===== config.mk =====
export PLATFORM = sky130hd
export DESIGN_NAME = prg_monitor_flat
export DESIGN_NICKNAME = d
export VERILOG_FILES = /design/src/rtl/prg_monitor_if.sv /design/src/rtl/prg_monitor.sv /design/src/flat_wrapper.sv
export SDC_FILE = /design/constraint.sdc
export NUM_CORES = 1
export LEC_CHECK = 0
export ABC_AREA = 1
export CORE_AREA = 5 5 102 104
export DETAILED_ROUTE_END_ITERATION = 10
export DIE_AREA = 0 0 107 109
export GPL_TIMING_DRIVEN = 0
export PLACE_DENSITY = 0.68
export SYNTH_ARGS = -nofsm -noshare
export SYNTH_HDL_FRONTEND = slang
export SYNTH_SLANG_ARGS = --single-unit

===== constraint.sdc =====
create_clock -name clock -period 1.6 [get_ports clock]
set_input_delay 0.4 -clock clock [delete_from_list [all_inputs] [get_ports clock]]
set_output_delay 0.4 -clock clock [all_outputs]
set_load 0.02 [all_outputs]

===== src/rtl/prg_monitor_if.sv =====
// Host byte link, byte transmitter and programmer-side memory port of prg_monitor.
// master = the monitor itself, slave = UART pair + CPU memory around it.
interface prg_monitor_if;
    logic [7:0] rx_data;
    logic       rx_valid;
    logic [7:0] tx_data;
    logic       tx_valid;
    logic       tx_ready;
    logic       prg_we;
    logic [7:0] prg_MA;
    logic [7:0] prg_WD;
    logic [7:0] prg_RD;
    logic       busy;
    logic       err_ovr;

    modport master (
        input  rx_data, rx_valid, tx_ready, prg_RD,
        output tx_data, tx_valid, prg_we, prg_MA, prg_WD, busy, err_ovr
    );

    modport slave (
        output rx_data, rx_valid, tx_ready, prg_RD,
        input  tx_data, tx_valid, prg_we, prg_MA, prg_WD, busy, err_ovr
    );
endinterface


===== src/rtl/prg_monitor.sv =====
// Binary command parser driving the CPU memory's programmer port (W/R/D/L commands)
// and replying through a byte transmitter handshake.
module prg_monitor #(
    parameter int unsigned RD_LAT  = 1,
    parameter int unsigned TIMEOUT = 1000000
) (
    input  logic          clock,
    input  logic          reset,
    prg_monitor_if.master bus
);
    typedef enum logic [2:0] {IDLE, GET_ADDR, GET_CNT, GET_DATA, WRITE, READ, SEND} state_t;
    typedef enum logic [1:0] {OP_W, OP_R, OP_D, OP_L} op_t;

    localparam int unsigned   TW   = (TIMEOUT > 1) ? $clog2(TIMEOUT) : 1;
    localparam logic [TW-1:0] TMAX = TW'(TIMEOUT - 1);
    localparam logic [1:0]    LAT  = 2'(RD_LAT);
    localparam logic [7:0]    ACK  = 8'h06;
    localparam logic [7:0]    NAK  = 8'h15;

    state_t        state_q;
    op_t           op_q;
    logic [7:0]    addr_q;
    logic [8:0]    cnt_q;
    logic [1:0]    lat_q;
    logic [TW-1:0] tmr_q;
    logic          we_q;
    logic [7:0]    ma_q;
    logic [7:0]    wd_q;
    logic [7:0]    txd_q;
    logic          txv_q;
    logic          err_q;

    logic          get_st;
    logic          tmo;
    logic          hs;
    logic [8:0]    cnt_dec;
    logic [7:0]    addr_inc;

    assign get_st   = (state_q == GET_ADDR) || (state_q == GET_CNT) || (state_q == GET_DATA);
    assign tmo      = (TIMEOUT != 0) && get_st && !bus.rx_valid && (tmr_q == TMAX);
    assign hs       = txv_q && bus.tx_ready;
    assign cnt_dec  = cnt_q - 9'd1;
    assign addr_inc = addr_q + 8'd1;

    always_ff @(posedge clock or negedge reset) begin
        if (!reset) begin
            state_q <= IDLE;
            op_q    <= OP_W;
            addr_q  <= '0;
            cnt_q   <= '0;
            lat_q   <= '0;
            tmr_q   <= '0;
            we_q    <= 1'b0;
            ma_q    <= '0;
            wd_q    <= '0;
            txd_q   <= '0;
            txv_q   <= 1'b0;
            err_q   <= 1'b0;
        end else begin
            // Bytes arriving while the block is not listening are dropped.
            if (bus.rx_valid && (state_q == WRITE || state_q == READ || state_q == SEND))
                err_q <= 1'b1;

            if (bus.rx_valid || !get_st) tmr_q <= '0;
            else                         tmr_q <= tmr_q + 1'b1;

            // tmo implies no rx_valid, so the case below never fights this abort.
            if (tmo) begin
                state_q <= IDLE;
                err_q   <= 1'b1;
            end

            case (state_q)
                IDLE: if (bus.rx_valid) begin
                    state_q <= GET_ADDR;
                    case (bus.rx_data)
                        8'h57:   op_q <= OP_W;
                        8'h52:   op_q <= OP_R;
                        8'h44:   op_q <= OP_D;
                        8'h4C:   op_q <= OP_L;
                        default: begin
                            op_q    <= OP_W;
                            txd_q   <= NAK;
                            txv_q   <= 1'b1;
                            state_q <= SEND;
                        end
                    endcase
                end
                GET_ADDR: if (bus.rx_valid) begin
                    addr_q <= bus.rx_data;
                    cnt_q  <= 9'd1;
                    case (op_q)
                        OP_W:    state_q <= GET_DATA;
                        OP_R: begin
                            ma_q    <= bus.rx_data;
                            lat_q   <= '0;
                            state_q <= READ;
                        end
                        default: state_q <= GET_CNT;
                    endcase
                end
                GET_CNT: if (bus.rx_valid) begin
                    cnt_q <= (bus.rx_data == 8'h00) ? 9'd256 : {1'b0, bus.rx_data};
                    if (op_q == OP_D) begin
                        ma_q    <= addr_q;
                        lat_q   <= '0;
                        state_q <= READ;
                    end else begin
                        state_q <= GET_DATA;
                    end
                end
                GET_DATA: if (bus.rx_valid) begin
                    wd_q    <= bus.rx_data;
                    ma_q    <= addr_q;
                    we_q    <= 1'b1;
                    state_q <= WRITE;
                end
                WRITE: begin
                    we_q   <= 1'b0;
                    addr_q <= addr_inc;
                    cnt_q  <= cnt_dec;
                    if (cnt_dec != 9'd0) begin
                        state_q <= GET_DATA;
                    end else begin
                        txd_q   <= ACK;
                        txv_q   <= 1'b1;
                        state_q <= SEND;
                    end
                end
                // Stays RD_LAT+1 cycles so prg_RD is sampled in its first valid cycle.
                READ: begin
                    if (lat_q == LAT) begin
                        txd_q   <= bus.prg_RD;
                        txv_q   <= 1'b1;
                        state_q <= SEND;
                    end else begin
                        lat_q <= lat_q + 2'd1;
                    end
                end
                SEND: if (hs) begin
                    txv_q <= 1'b0;
                    if (op_q == OP_D && cnt_q != 9'd1) begin
                        addr_q  <= addr_inc;
                        cnt_q   <= cnt_dec;
                        ma_q    <= addr_inc;
                        lat_q   <= '0;
                        state_q <= READ;
                    end else begin
                        state_q <= IDLE;
                    end
                end
                default: state_q <= IDLE;
            endcase
        end
    end

    assign bus.prg_we   = we_q;
    assign bus.prg_MA   = ma_q;
    assign bus.prg_WD   = wd_q;
    assign bus.tx_data  = txd_q;
    assign bus.tx_valid = txv_q;
    assign bus.busy     = (state_q != IDLE);
    assign bus.err_ovr  = err_q;
endmodule


===== src/flat_wrapper.sv =====
// flat-port wrapper written by rule: the top's interface ports become plain ports
module prg_monitor_flat 
#(
    parameter int unsigned RD_LAT  = 1,
    parameter int unsigned TIMEOUT = 1000000
)
  (clock, reset, bus_rx_data, bus_rx_valid, bus_tx_ready, bus_prg_RD, bus_tx_data, bus_tx_valid, bus_prg_we, bus_prg_MA, bus_prg_WD, bus_busy, bus_err_ovr);
  prg_monitor_if bus_i ();
  input  logic clock;
  input  logic reset;
  input wire logic [$bits(bus_i.rx_data)-1:0] bus_rx_data;
  input wire logic [$bits(bus_i.rx_valid)-1:0] bus_rx_valid;
  input wire logic [$bits(bus_i.tx_ready)-1:0] bus_tx_ready;
  input wire logic [$bits(bus_i.prg_RD)-1:0] bus_prg_RD;
  output wire logic [$bits(bus_i.tx_data)-1:0] bus_tx_data;
  output wire logic [$bits(bus_i.tx_valid)-1:0] bus_tx_valid;
  output wire logic [$bits(bus_i.prg_we)-1:0] bus_prg_we;
  output wire logic [$bits(bus_i.prg_MA)-1:0] bus_prg_MA;
  output wire logic [$bits(bus_i.prg_WD)-1:0] bus_prg_WD;
  output wire logic [$bits(bus_i.busy)-1:0] bus_busy;
  output wire logic [$bits(bus_i.err_ovr)-1:0] bus_err_ovr;
  assign bus_i.rx_data = bus_rx_data;
  assign bus_i.rx_valid = bus_rx_valid;
  assign bus_i.tx_ready = bus_tx_ready;
  assign bus_i.prg_RD = bus_prg_RD;
  assign bus_tx_data = bus_i.tx_data;
  assign bus_tx_valid = bus_i.tx_valid;
  assign bus_prg_we = bus_i.prg_we;
  assign bus_prg_MA = bus_i.prg_MA;
  assign bus_prg_WD = bus_i.prg_WD;
  assign bus_busy = bus_i.busy;
  assign bus_err_ovr = bus_i.err_ovr;
  prg_monitor #(.RD_LAT(RD_LAT), .TIMEOUT(TIMEOUT)) u_core (.clock(clock), .reset(reset), .bus(bus_i));
endmodule

* Yosys cells after proc, flatten, opt, wreduce, memory -nomap -nowiden *
Index checks and enable logic that the tools add are counted.

storage, ports and cells
  latch bits = 0
  input port bits = 20
  memories kept = 0
  RAM bits = 0
  flip-flop bits (word level) = 71
  bits in read-only memories = 0
  logic and storage cells = 132

cells by class
  equal/unequal tests = 27
  div/mod/pow operators = 0
  reductions and logical operators = 35
  order comparisons = 0
  mux-type cells = 54
  shift operators = 0
  $mul = 0
  add/sub/neg operators = 4
  bitwise logic cells = 0

operators by type and width
  operator               number
  $mux 8                 12
  $pmux 8 s3             2
  $mux 9                 5
  $pmux 9 s4             1
  $mux 3                 11
  $eq 8x7->1 const B     4
  $pmux 8 s4             1
  $ne 2x2->1 const B     11
  $pmux 3 s7             1
  $add 20x1->20 const B  1
  $eq 20x20->1 const B   1
  $mux 20                1
  $reduce_and 8->1       2
  $reduce_bool 4->1      4
  $mux 2                 7
  $reduce_and 5->1       2
  $eq 3x3->1 const B     3
  $ne 9x1->1 const B     1
  $reduce_bool 3->1      3
  $reduce_bool 9->1      1
  $sub 9x1->9 const B    1
  $add 8x1->8 const B    1
  $logic_not 8->1        1
  $mux 1                 8
  other kinds (21)       35

* Depth between registers and ports, before layout *
Gate-level depths: netlist of run 1.

  depth after elaboration = 8
  gate-level depth with buffers = 14

* Least setup slack after synthesis of run 1 *
OpenSTA, ideal clock, no wires.

  path kind = register -> register
  from = register u_core.cnt_q[0]
  to = register u_core.txv_q (netlist: u_core.bus.tx_valid)
  required time = 1.482 ns
  stages on the path, launching flop included = 15
  setup slack = -0.062 ns
  data arrival time = 1.544 ns
  clock period less this slack = 1.662 ns
  setup time = 0.118 ns
  cells stage by stage = dfrtp_1 inv_1 ha_1 nand2_2 inv_1 nand2_1 nand2_1 nand2_1 nor2_1 nand3_1 nand2_2 buf_6 nand2_1 nand2_1 nand2_1

on the way
  word-level cells in the longest chain between the ends = 4

RTL lines
  item                        RTL line            text
  start: declaration          prg_monitor.sv:23   logic [8:0] cnt_q;
  start signal: assignment    prg_monitor.sv:103  cnt_q <= (bus.rx_data == 8'h00) ? 9'd256 : {1'b0, bus.rx_data};
  start signal: assignment    prg_monitor.sv:121  cnt_q <= cnt_dec;
  start signal: assignment    prg_monitor.sv:144  cnt_q <= cnt_dec;
  $sub 9x1->9                 prg_monitor.sv:42   assign cnt_dec = cnt_q - 9'd1;
  $reduce_bool 9->1           prg_monitor.sv:122  if (cnt_dec != 9'd0) begin
  $ne 2x2->1 (no line)        n/a
  $reduce_and 6->1 (no line)  n/a
  end signal: assignment      prg_monitor.sv:57   txv_q <= 1'b0;
  end signal: assignment      prg_monitor.sv:126  txv_q <= 1'b1;
  end signal: assignment      prg_monitor.sv:134  txv_q <= 1'b1;
  end: declaration            prg_monitor.sv:30   logic txv_q;

No other way between the ends.
A chain may end at the register's enable or synchronous reset.

* Final worst setup path of run 1 *
Ends and elaborated chain as after synthesis.

==> results_dict.tcl, run 1 <==
set metrics [dict create \
    fp.dieW_um 107 \
    cp_cell_sequence "inv_2, ha_4, nand2_4, o21ai_2, nand2_2, nor2_2, nand3_2, nand2_4, buf_6, nand2_2, nand2_1, nand2_1" \
    drive_gt1_share_pct 33.63 \
    hpwlAfterDp_um 7782 \
    io_buffers 47 \
    antenna_found_initial 0 \
    cp.arrival_ns 2.01 \
    num_rows 36 \
    syn_area_um2 4135 \
    numCtsBuffers 9 \
    setup-violations-final 34 \
    cp_slowest_cell "dfrtp_2" \
    ff2ff_setup_slack_ns -0.16 \
    min_period_ns 1.756 \
    r2r-end "u_core.bus.tx_valid" \
    grt_pass1_vias 4009 \
    final_util_pct 63.78 \
    setup_slack_ns -0.1564 \
    tightest_slew_ns 0.4701 \
    hold_viol 0 \
    drt_pass1_iterations 5 \
    rsz0062_at_grt "true" \
    overflow 0 \
    die-area_um2 11660 \
    status "complete, but fails checks" \
    maxCapViolCount 0 \
    whs_ns 0.3863 \
    r2r-start "u_core.cnt_q[0]" \
    io_pins 48 \
    synth_edf_count 0 \
    wirelength_um 12380 \
    diodes 0 \
    via_per_inst 5.357 \
    globalplace.congestion 0.8942 \
    crit_fanout 5 \
    synth-seq-cells 71 \
    worst_setup_path_end_kind "register" \
    hp-class "in2async" \
    leakage_uw 0.002836 \
    clockBufferDepth 2 \
    required_ns 1.85 \
    h-tree-depth 3 \
    grt_max_degree 71 \
    cts_tree "built" \
    slew-limit-headroom_pct 68.37 \
    vias 4275 \
    nets 704 \
    ant_nets 0 \
    wire_per_inst_um 15.51 \
    fin_tns_setup_ns -1.935 \
    clock_tree.root_cell "clkbuf_8" \
    period_share_pct 109.8 \
    ys_types 41 \
    worstSetupPathType "reg2reg" \
    cpPeakStageDelay_ns 0.44 \
    syn_inst 561 \
    area_growth_pct 45.90 \
    failed_checks "setup timing" \
    synthesis.nets 586 \
    synth_async_sr_flop_share_pct 100.0 \
    yosysSeqAreaShare_pct 42.97 \
    cts.sinks 71 \
    powerDensity_nw_per_um2 1922 \
    clk_latency_ns 0.35 \
    synth_ff_type "dfrtp_1" \
    start_util_pct 43.72 \
    yosys_warnings 0 \
    cp-start-kind "register" \
    core_um2 9459 \
    drc 0 \
    fmax_mhz 569.4 \
    path_clk_slew_ns 0.08 \
    skew_ns 0.01197 \
    die_y_um 109 \
    syn_area_per_cell_um2 7.371 \
    drt-initial-drc-count 330 \
    slew_viol_final 0 \
    rr_worst_depth 12 \
    irDropWorstVdd_mv 0.7663 \
    p_total_uw 11600 \
    grt_pass1_wl_um 19110 \
    track_usage_pct 20.59 \
]
==> cell type report <==
type | count | area, µm²
multi-input combinational | 410 | 2547
clock inverter | 5 | 57.56
timing repair buffer | 108 | 973.4
tap | 114 | 142.6
fill | 789 | 3426
sequential | 71 | 1783
inverter | 69 | 290.3
clock buffer | 11 | 141.4
buffer | 10 | 97.59
==> critical path: cells and delay by family, from the launching register on <==
kind	cells	cell delay, ns
simple gates	8	0.70
compound gates	1	0.13
buf+inv	2	0.22
fa+ha+maj	1	0.16
flops	1	0.44
==> cell families (layout without fill, tap and decap cells) <==
group                      Yosys count  count (layout)  share of synthesized area [%]
AOI/OAI and AO/OA                  103             103                          14.16
adders and majority gates            5               5                          1.513
xor gates and xnor gates             6               6                          1.271
and+or+nand+nor                    296             296                          31.89
buffers and inverters               80             203                          8.200
DFF                                 71              71                          42.97
==> metal layers <==
metal / vias up / global-route usage (%) / wire length [µm]
met3: 28 / 4.263 / 626
met2: 134 / 33.23 / 6048
met4: 0 / 8.311 / 308
li1: 2097 / - / -
met1: 2016 / 27.18 / 5392
met5: - / 0 / 0
==> where the power goes <==
| part | total [µW] | switching, µW | internal [µW] |
|---|---|---|---|
| clock | 1450 | 692 | 760 |
| sequential | 2810 | 442 | 2370 |
| combinational | 7340 | 4230 | 3110 |
==> registers in the layout, indices dropped and copies added, names as in the netlist, 3 cells and up <==
name,flops
u_core.state_q,3
u_core.bus.tx_data,8
u_core.cnt_q,9
u_core.bus.prg_WD,8
u_core.addr_q,8
u_core.bus.prg_MA,8
u_core.tmr_q,20
==> cells in the mapped netlist (2+ instances only) <==
library cell    n  area, µm²
a22oi_1         7      52.55
buf_4           4      30.03
o41ai_1         2      17.52
inv_2           5      18.77
nand3_2         3      30.03
buf_6           2      22.52
o22ai_1         4      25.02
or2_2           5      31.28
nand2_1       157      589.3
inv_1          62      232.7
nand2_2         6      37.54
clkbuf_1        2      7.510
nand4_1        11      68.82
xor2_1          2      17.52
nor3_1         11      55.05
nor2_4          4      45.04
ha_1            5      62.56
nor4_1          2      12.51
o21ai_0        40      200.2
buf_2           3      15.01
inv_4           2      12.51
a21oi_1        21      105.1
nor2_2          4      25.02
nand3_1        39      195.2
o21ai_1        16      80.08
nor2_1         49      183.9
dfrtp_1        71       1777
a211oi_1        2      15.01
nand2_4         2      22.52
xnor2_1         4      35.03
a31oi_1         4      25.02
==> timing repair <==
action | in CTS | in global routing
cloned | 2 | 1
setup buffers | 37 | 21
pin swaps | 24 | 40
setup endpoints to repair | 89 | 58
endpoints found under the hold margin | 1 | 0
hold buffers | 1 | 0
gates resized for setup | 109 | 125
==> per-stage QoR <==
stage,instances,setup slack [ns],instance area (µm²)
after floorplan,561,0.01529,4148
after global placement,722,-2.378,4761
after detailed placement,723,-0.7644,4786
after CTS,779,-0.1682,5456
after global routing,798,-0.2430,6033
final,798,-0.1564,6033
==> worst max-delay path by stage <==
stage,startpoint,endpoint,cells past startpoint,slack [ns]
floorplan,u_core.cnt_q[0],u_core.bus.tx_valid,14,0.02
CTS,u_core.cnt_q[0],u_core.bus.tx_valid,14,-0.17
global route,u_core.cnt_q[0],u_core.bus.tx_valid,14,-0.24
detailed placement,bus_rx_data[5],u_core.bus.tx_data[0],10,-0.76
finish,u_core.cnt_q[0],u_core.bus.tx_valid,12,-0.16
global placement,reset,u_core.bus.tx_data[5],1,-2.38
==> cell usage in the layout, fill, tap and decap left out, types with 20 or more instances in the layout <==
cell	netlist	layout
o21ai_0	40	27
nand2_2	6	25
dlygate4sd2_1	0	34
dfrtp_1	71	66
nor2_1	49	33
buf_6	2	24
nand3_1	39	21
buf_4	4	43
o21ai_1	16	20
inv_1	62	47
nand2_1	157	127
Note: power is estimated with default switching activity, not from simulation.
==> run 2: changes to the inputs <==
- CORE_AREA: 5 5 102 104 -> 5 5 108 110
- DIE_AREA: 0 0 107 109 -> 0 0 113 115
- GPL_TIMING_DRIVEN: 0 -> not set
- PLACE_DENSITY: 0.68 -> not set
==> run 2 against run 1 <==
  * Register-to-register slack better by 0.03 ns
  * Fmax is 2.0% higher
  * Critical path type unchanged
  * The flow still finishes with violations (setup timing)
  * First-iteration DRC count is 8.2% lower
  * Critical endpoint is now u_core.bus.tx_data[3]
==> results_dict.tcl, run 2 (synthesized netlist as in run 1, its figures left out) <==
set metrics [dict create \
    status "complete, but fails checks" \
    failed_checks "setup timing" \
    worst_setup_path_end_kind "register" \
    cpMostUsedCell "inv_4" \
    grt_pass1_wl_um 21130 \
    maxCapViolCount 0 \
    crit_path_start "u_core.state_q[1]" \
    cp_slowest_cell "dfrtp_1" \
    fp.dieW_um 113 \
    grt_pass1_vias 4535 \
    min_period_ns 1.723 \
    numCtsBuffers 9 \
    clock_tree.root_cell "clkbuf_8" \
    setup-violations-final 39 \
    fin_tns_setup_ns -2.910 \
    die-area_um2 13000 \
    cp_cell_sequence "buf_6, inv_4, nand2_4, nor2_4, inv_4, or2_4, nand3_2, a21oi_4, buf_12, buf_4, nand3_1, nand2_1" \
    slew_viol_final 0 \
    clk_latency_ns 0.36 \
    irDropWorstVdd_mv 0.9195 \
    hold_buffers 0 \
    rsz0062_at_grt "true" \
    final_cell_mix "nand2_1 (136), buf_4 (108), dfrtp_1 (68), inv_1 (49), dlygate4sd2_1 (34)" \
    slew-limit-headroom_pct 72.82 \
    clockBufferDepth 2 \
    num_rows 38 \
    h-tree-depth 3 \
    multi_input_area_um2 2460 \
    hpwlAfterDp_um 8789 \
    ant_nets 0 \
    dpl_worst_slack_ns -0.4985 \
    drt-initial-drc-count 303 \
    tightest_slew_ns 0.4040 \
    num-fill-cells 948 \
    period_share_pct 107.7 \
    regMostFlops "u_core.tmr_q" \
    hp-class "in2async" \
    track_usage_pct 19.96 \
    worstSetupPathType "reg2reg" \
    start_util_pct 39.00 \
    top_regs "u_core.tmr_q x20, u_core.cnt_q x9" \
    skew_ns 0.01412 \
    rr_worst_depth 12 \
    cp.arrival_ns 1.97 \
    io_pins 48 \
    r2r-start "u_core.state_q[1]" \
    cts_tree "built" \
    powerDensity_nw_per_um2 1853 \
    wire_per_inst_um 14.73 \
    core_um2 10600 \
    final_common_cell "nand2_1" \
    leakage_uw 0.003078 \
    required_ns 1.85 \
    path_clk_slew_ns 0.07 \
    via_per_inst 5.116 \
    drive_gt1_share_pct 35.14 \
    fmax_mhz 580.6 \
    crit_fanout 5 \
    antenna_found_initial 0 \
    cts.sinks 71 \
    drc 0 \
    cp-start-kind "register" \
    globalplace.congestion 0.8907 \
    drt_pass1_iterations 6 \
    ff2ff_setup_slack_ns -0.12 \
    diodes 0 \
    grt_max_degree 72 \
    r2r-end "u_core.bus.tx_data[3]" \
    vias 4502 \
    io_buffers 47 \
    regArea_um2 1780 \
    hold_viol 0 \
    area_growth_pct 53.28 \
    crit_path_end "u_core.bus.tx_data[3]" \
    overflow 0 \
    setup_slack_ns -0.1225 \
    largest_reg_flops 20 \
    nets 762 \
    die_y_um 115 \
    wirelength_um 12970 \
    cpPeakStageDelay_ns 0.42 \
]
-- run 2: area by class of cell --
type	count	share of cell area, %
Multi-Input combinational cell	412	38.81
Sequential cell	71	28.09
Timing Repair Buffer	174	23.35
Inverter	69	4.402
Tap cell	140	2.764
Clock buffer	13	2.507
Clock inverter	1	0.07896
-- run 2: worst max-delay path: cells and delay by family, from the launching register on --
family	cells	cell delay [ns]
AND/OR/NAND/NOR	6	0.62
AO/OA/AOI/OAI	1	0.04
flip-flops	1	0.42
buffers and inverters	5	0.55
-- run 2: metal layers --
metal  GRT usage (%)  vias up  wire length, µm
li1                -     2210                -
met1           25.76     2145             5690
met2           33.53      114             6414
met3           3.368       33              486
met4           7.933        0              374
met5               0        -                0
-- run 2: repair_timing --
action	CTS	global route
endpoints found under the setup margin	80	60
gates cloned	2	0
resized for setup	118	63
pin swaps	34	28
buffers inserted	20	9
-- run 2: worst min-delay path by stage --
stage,slack (ns),to,start,cells past startpoint
floorplan,0.10,u_core.addr_q[0],reset,0
global placement,0.46,u_core.bus.prg_MA[4],reset,2
CTS,0.09,u_core.cnt_q[2],reset,2
finish,0.07,u_core.bus.prg_MA[4],reset,2
detailed placement,0.47,u_core.bus.prg_MA[4],reset,2
global route,0.11,u_core.addr_q[6],reset,2
-- run 2: per-stage QoR --
stage                     instance area, µm²  hold slack, ns  power [µW]  std cells  utilization, %
after floorplan                         4148          0.1044        6256        561               -
after global placement                  5477          0.4581        8809        837           51.65
after detailed placement                5477          0.4655        8897        837           51.65
after CTS                               6052         0.08835       11210        872           57.08
after global routing                    6339          0.1089       12600        880           59.78
final                                   6339         0.07471       11740        880           59.78
-- run 2: where the power goes --
| part | switching (µW) | leakage, µW | total (µW) | internal (µW) |
|---|---|---|---|---|
| sequential | 470 | 0.000920 | 2840 | 2370 |
| combinational | 4170 | 0.00207 | 7600 | 3430 |
| clock | 678 | 0.0000854 | 1310 | 630 |
| total | 5320 | 0.00308 | 11700 | 6420 |
